[src/rtl/fifo_uart_tx.sv]
// fifo_uart_tx
//   Drains a fifo onto a UART-style serial line. Whenever the fifo holds a word
//   and tx_en is high, the head word is popped and sent as one start bit (0),
//   WIDTH data bits LSB-first and STOP_BITS stop bits (1), each bit lasting
//   CLKS_PER_BIT clocks. Frames are sent back-to-back while words remain.
//
// Ports
//   clk             system clock, all logic on the rising edge
//   res_n           synchronous active-low reset
//   tx_en           permission to start new frames
//   fifo_empty      fifo empty flag
//   fifo_data       fifo head word, valid while fifo_empty is low
//   fifo_shift_out  one-cycle pop strobe towards the fifo
//   tx              serial line, idles high
//   busy            high while a frame is in START/DATA/STOP
//   frame_done      one-cycle pulse on the last cycle of each stop period

module fifo_uart_tx #(
  parameter int WIDTH        = 8,
  parameter int CLKS_PER_BIT = 868,
  parameter int STOP_BITS    = 1
) (
  input  logic             clk,
  input  logic             res_n,
  input  logic             tx_en,
  input  logic             fifo_empty,
  input  logic [WIDTH-1:0] fifo_data,
  output logic             fifo_shift_out,
  output logic             tx,
  output logic             busy,
  output logic             frame_done
);

  localparam int BAUD_W = $clog2(CLKS_PER_BIT);
  localparam int BIT_W  = $clog2(WIDTH + 1);

  localparam logic [BAUD_W-1:0] BAUD_LAST = BAUD_W'(CLKS_PER_BIT - 1);
  localparam logic [BIT_W-1:0]  DATA_LAST = BIT_W'(WIDTH - 1);
  localparam logic [BIT_W-1:0]  STOP_LAST = BIT_W'(STOP_BITS - 1);

  typedef enum logic [1:0] {
    IDLE  = 2'd0,
    START = 2'd1,
    DATA  = 2'd2,
    STOP  = 2'd3
  } state_t;

  state_t             state, state_nxt;
  logic [BAUD_W-1:0]  baud_cnt, baud_nxt;
  logic [BIT_W-1:0]   bit_cnt, bit_nxt;
  logic [WIDTH-1:0]   shreg, shreg_nxt;
  logic               baud_last;
  logic               can_pop;
  logic               pop;
  logic               tx_nxt;
  logic               busy_nxt;
  logic               done_nxt;

  // State register. The outputs are registered copies of the values the
  // output logic derives from the next state, so they line up with it.
  always_ff @(posedge clk) begin
    if (!res_n) begin
      state      <= IDLE;
      baud_cnt   <= '0;
      bit_cnt    <= '0;
      shreg      <= '0;
      tx         <= 1'b1;
      busy       <= 1'b0;
      frame_done <= 1'b0;
    end else begin
      state      <= state_nxt;
      baud_cnt   <= baud_nxt;
      bit_cnt    <= bit_nxt;
      shreg      <= shreg_nxt;
      tx         <= tx_nxt;
      busy       <= busy_nxt;
      frame_done <= done_nxt;
    end
  end

  // Next-state and datapath logic. bit_cnt counts data bits in DATA and
  // stop bits in STOP; it restarts from zero on every state change.
  // can_pop includes res_n so no pop is issued on a reset cycle.
  always_comb begin
    baud_last = (baud_cnt == BAUD_LAST);
    can_pop   = res_n && tx_en && !fifo_empty;
    state_nxt = state;
    pop       = 1'b0;

    unique case (state)
      IDLE: begin
        if (can_pop) begin
          state_nxt = START;
          pop       = 1'b1;
        end
      end
      START: begin
        if (baud_last) state_nxt = DATA;
      end
      DATA: begin
        if (baud_last && (bit_cnt == DATA_LAST)) state_nxt = STOP;
      end
      STOP: begin
        // Reloading straight from the last stop cycle avoids an idle gap.
        if (baud_last && (bit_cnt == STOP_LAST)) begin
          if (can_pop) begin
            state_nxt = START;
            pop       = 1'b1;
          end else begin
            state_nxt = IDLE;
          end
        end
      end
      default: state_nxt = IDLE;
    endcase

    if ((state == IDLE) || baud_last) baud_nxt = '0;
    else                              baud_nxt = baud_cnt + BAUD_W'(1);

    if (state_nxt != state) bit_nxt = '0;
    else if (baud_last)     bit_nxt = bit_cnt + BIT_W'(1);
    else                    bit_nxt = bit_cnt;

    if (pop)                            shreg_nxt = fifo_data;
    else if ((state == DATA) && baud_last) shreg_nxt = shreg >> 1;
    else                                shreg_nxt = shreg;
  end

  // Output logic. frame_done is raised for the cycle in which the counters
  // will sit on the final count of the final stop bit.
  always_comb begin
    tx_nxt         = 1'b1;
    busy_nxt       = (state_nxt != IDLE);
    done_nxt       = (state_nxt == STOP) && (baud_nxt == BAUD_LAST) &&
                     (bit_nxt == STOP_LAST);
    fifo_shift_out = pop;
    case (state_nxt)
      START:   tx_nxt = 1'b0;
      DATA:    tx_nxt = shreg_nxt[0];
      default: tx_nxt = 1'b1;
    endcase
  end

endmodule

[config.mk]
export PLATFORM = sky130hd
export DESIGN_NAME = fifo_uart_tx
export DESIGN_NICKNAME = d
export VERILOG_FILES = /design/src/rtl/fifo_uart_tx.sv
export SDC_FILE = /design/constraint.sdc
export NUM_CORES = 1
export LEC_CHECK = 0
export ABC_AREA = 1
export CAP_MARGIN = 20
export CELL_PAD_IN_SITES_DETAIL_PLACEMENT = 0
export CELL_PAD_IN_SITES_GLOBAL_PLACEMENT = 1
export CORE_UTILIZATION = 44
export CTS_CLUSTER_SIZE = 30
export DETAILED_ROUTE_END_ITERATION = 8
export GPL_ROUTABILITY_DRIVEN = 1
export GPL_TIMING_DRIVEN = 0
export PLACE_DENSITY = 0.91
export SLEW_MARGIN = 15
export SYNTH_ARGS = -nofsm -noshare
export SYNTH_HDL_FRONTEND = slang
export SYNTH_SLANG_ARGS = --single-unit
[constraint.sdc]
create_clock -name clk -period 4.08 [get_ports clk]
set_input_delay 0.408 -clock clk [delete_from_list [all_inputs] [get_ports clk]]
set_output_delay 0.408 -clock clk [all_outputs]
set_load 0.05 [all_outputs]
==> flow_metrics.py <==
metrics = {
    "pwr": {
        "p_per_area_mw_per_mm2": 285,
        "vdd_ir_drop_max_mv": 0.191,
        "cellLeakagePower_nw": 0.703,
        "power.total_mw": 0.508,
    },
    "finish": {
        "filler_cell_count": 369,
        "design.final.nets": 252,
        "post_route_cells_drive_above_1_share_pct": 14.7,
        "area_growth_pct": 15.4,
        "post-route-cell-area_mm2": 0.00178,
        "antennaDiodeCount": 0,
    },
    "synthesis": {
        "synth.area.top_cells": "dfxtp_1 (35%), nand2_1 (10%), nor2_1 (6.8%)",
        "ys_seq_elements": 27,
        "synth_enable_flop_cells": 0,
        "synthFlopType": "dfxtp_1",
        "syn_inst": 213,
        "synth_async_sr_flop_share_pct": 0,
        "largest_area_contributor_in_the_synthesized_netlist": "dfxtp_1",
        "syn-cell-area_mm2": 0.00155,
        "yosys.cell_types.count": 31,
        "syn_nets": 232,
        "synth_most_common_cell": "nand2_1",
        "yosysTopAreaCellShare_pct": 35.0,
        "yosysWarnings": 0,
        "synth_sequential_area_ratio_pct": 35.0,
        "syn-mean-instance-area_um2": 7.25,
        "synth_top_cells_by_count": "nand2_1 (41), nor2_1 (28), dfxtp_1 (27), inv_1 (25), nand3_1 (16)",
    },
    "worst_hold_path": {
        "timing.hold.worst.start": "shreg[7]",
        "min_path_type": "register to register",
    },
    "clocking": {
        "cts_buffers": 3,
        "tritoncts": "built",
        "ctsLongestPathBuffers": 2,
        "h-tree-depth": 1,
        "worst_skew_pair.late_latency_ns": 0.33,
        "cts.clk_slew.worst_paths_ns": 0.16,
        "cts_num_sinks": 27,
        "cts_root_buffer": "clkbuf_4",
        "postCtsHoldBufs": 0,
        "cts_setup_buffers": 0,
        "cts-resized-gates": 0,
    },
    "setup_path": {
        "worst-setup-path-type": "register to output pin",
        "critPathLaunch": "baud_cnt[0]",
        "rr_startpoint": "baud_cnt[0]",
        "worst-path-max-fanout": 7,
        "cp-start-kind": "register",
        "cp-end-kind": "output pin",
        "crit_arrival_ns": 2.85,
        "cp.required_ns": 3.67,
    },
    "floorplanning": {
        "core-area_mm2": 0.00336,
        "std_cell_rows": 21,
        "die_width_um": 61.3,
        "die_height_um": 61.3,
        "io_pins": 16,
        "floorplan.initialDensity_pct": 45.9,
        "die-area_mm2": 0.00375,
    },
    "timing": {
        "final.setup.worst_slack_ns": 0.824,
        "worstMarginPinSlew_ns": 0.495,
        "final_max_slew_viols": 0,
        "hold-worst-slack_ns": 0.493,
        "finalSetupViolCount": 0,
        "setup_repair_after_global_routing_missed_its_margin": "false",
        "setup-tns-final_ns": 0,
        "slew_headroom_pct": 66.9,
        "hold_viol_final": 0,
        "final_min_period_over_clock_period_pct": 79.8,
        "clock-skew-final_ns": 0.0106,
        "clock.fmax_mhz": 307,
        "final.min_clock_period_ns": 3.26,
    },
    "routing": {
        "routed_wirelength_um": 2900,
        "detail_route.drc_violations": 0,
        "route.detailed.wl_per_inst_um": 10.4,
        "detail_route.first_pass.iterations": 4,
        "detail_route.iter0.violations": 41,
        "detail-route-antenna-nets": 0,
        "num_vias": 1360,
        "drt-vias-per-instance": 4.89,
    },
    "placement": {
        "hpwlAfterDp_um": 2280,
        "dpl-instance-area_mm2": 0.00175,
        "placement.setup.worst_slack_ns": 1.07,
        "place.gp.congestion": 0.863,
        "port_buffers": 15,
    },
    "run": {
        "maxCapViolations": 0,
    },
    "grt": {
        "grt_pass1_wl_um": 4930,
        "grt_start_max_net_pins": 17,
        "first_global_vias": 1154,
        "grt_use_total_pct": 17.6,
        "grt_overflow": 0,
        "initial_antenna_violation_count": 0,
    },
    "run_status": {
        "run_status": "finished clean",
    },
}
final timing paths:
check,slack (ns),depth (start not counted),end
hold / removal,0.49,2,shreg[7]
hold reg to reg,0.49,2,shreg[7]
setup / recovery,0.82,8,fifo_shift_out
setup reg to reg,2.04,9,shreg[4]
flip-flops by register name, summed over array words and instances (netlist names):
name	cells
tx	1
shreg	8
bit_cnt	4
state	2
frame_done	1
baud_cnt	10
busy	1
metrics by stage:
stage               utilization (%)  cells
finish                         53.0    278
CTS                            53.0    278
floorplan                         -    213
global placement               52.1    274
global route                   53.0    278
detailed placement             52.1    274
cells by family after synthesis:
family                     synth area share [%]
AOI/OAI and AO/OA                          7.29
adders and majority gates                  5.67
xor gates and xnor gates                   3.97
DFF                                        35.0
and+or+nand+nor                            39.8
buffers and inverters                      8.34
worst max-delay path, stage by stage (launching register included):
cell,delay (ns)
dfxtp_1,0.46
ha_1,0.29
nand3_2,0.12
nor2_4,0.18
nand3_2,0.10
o22ai_1,0.19
nand2_1,0.21
inv_2,0.15
clkdlybuf4s50_1,0.82
placed cells by master (no fill, tap or decap), types with 3 or more instances in the layout:
master | netlist | routed
nand2_1 | 41 | 41
nor2_1 | 28 | 28
dfxtp_1 | 27 | 27
inv_1 | 25 | 25
nand3_1 | 16 | 16
clkdlybuf4s50_1 | 0 | 15
nand3_2 | 8 | 8
ha_1 | 7 | 7
nand2_2 | 6 | 6
nand4_1 | 6 | 6
xor2_1 | 6 | 6
a31oi_1 | 6 | 6
inv_2 | 5 | 5
nor3_1 | 5 | 5
nor2_4 | 3 | 3
o21ai_1 | 3 | 3
o21ai_0 | 3 | 3
clkbuf_4 | 0 | 3
metal layers:
metal | part of all wire [%] | track usage, %
met2 | 43 | 26.7
met3 | 1.7 | 2.73
met5 | 0 | 0
met1 | 54 | 25.3
met4 | 1.3 | 6.49
layout make-up:
| cell class | count | area, um2 | area share, % |
|---|---|---|---|
| repair buffers | 15 | 150 | 8.42 |
| flip-flops and latches | 27 | 541 | 30.3 |
| clock inverters | 1 | 7.51 | 0.421 |
| plain buffers | 2 | 8.76 | 0.491 |
| multi-input cells | 152 | 876 | 49.1 |
| well taps | 46 | 57.6 | 3.23 |
| inverters | 32 | 120 | 6.74 |
| clock buffers | 3 | 22.5 | 1.26 |
power by group:
group | internal (mW) | switching, mW
combinational | 0.0417 | 0.0648
sequential | 0.274 | 0.00660
clock | 0.0376 | 0.0835
Note: power is estimated with default switching activity, not from simulation.
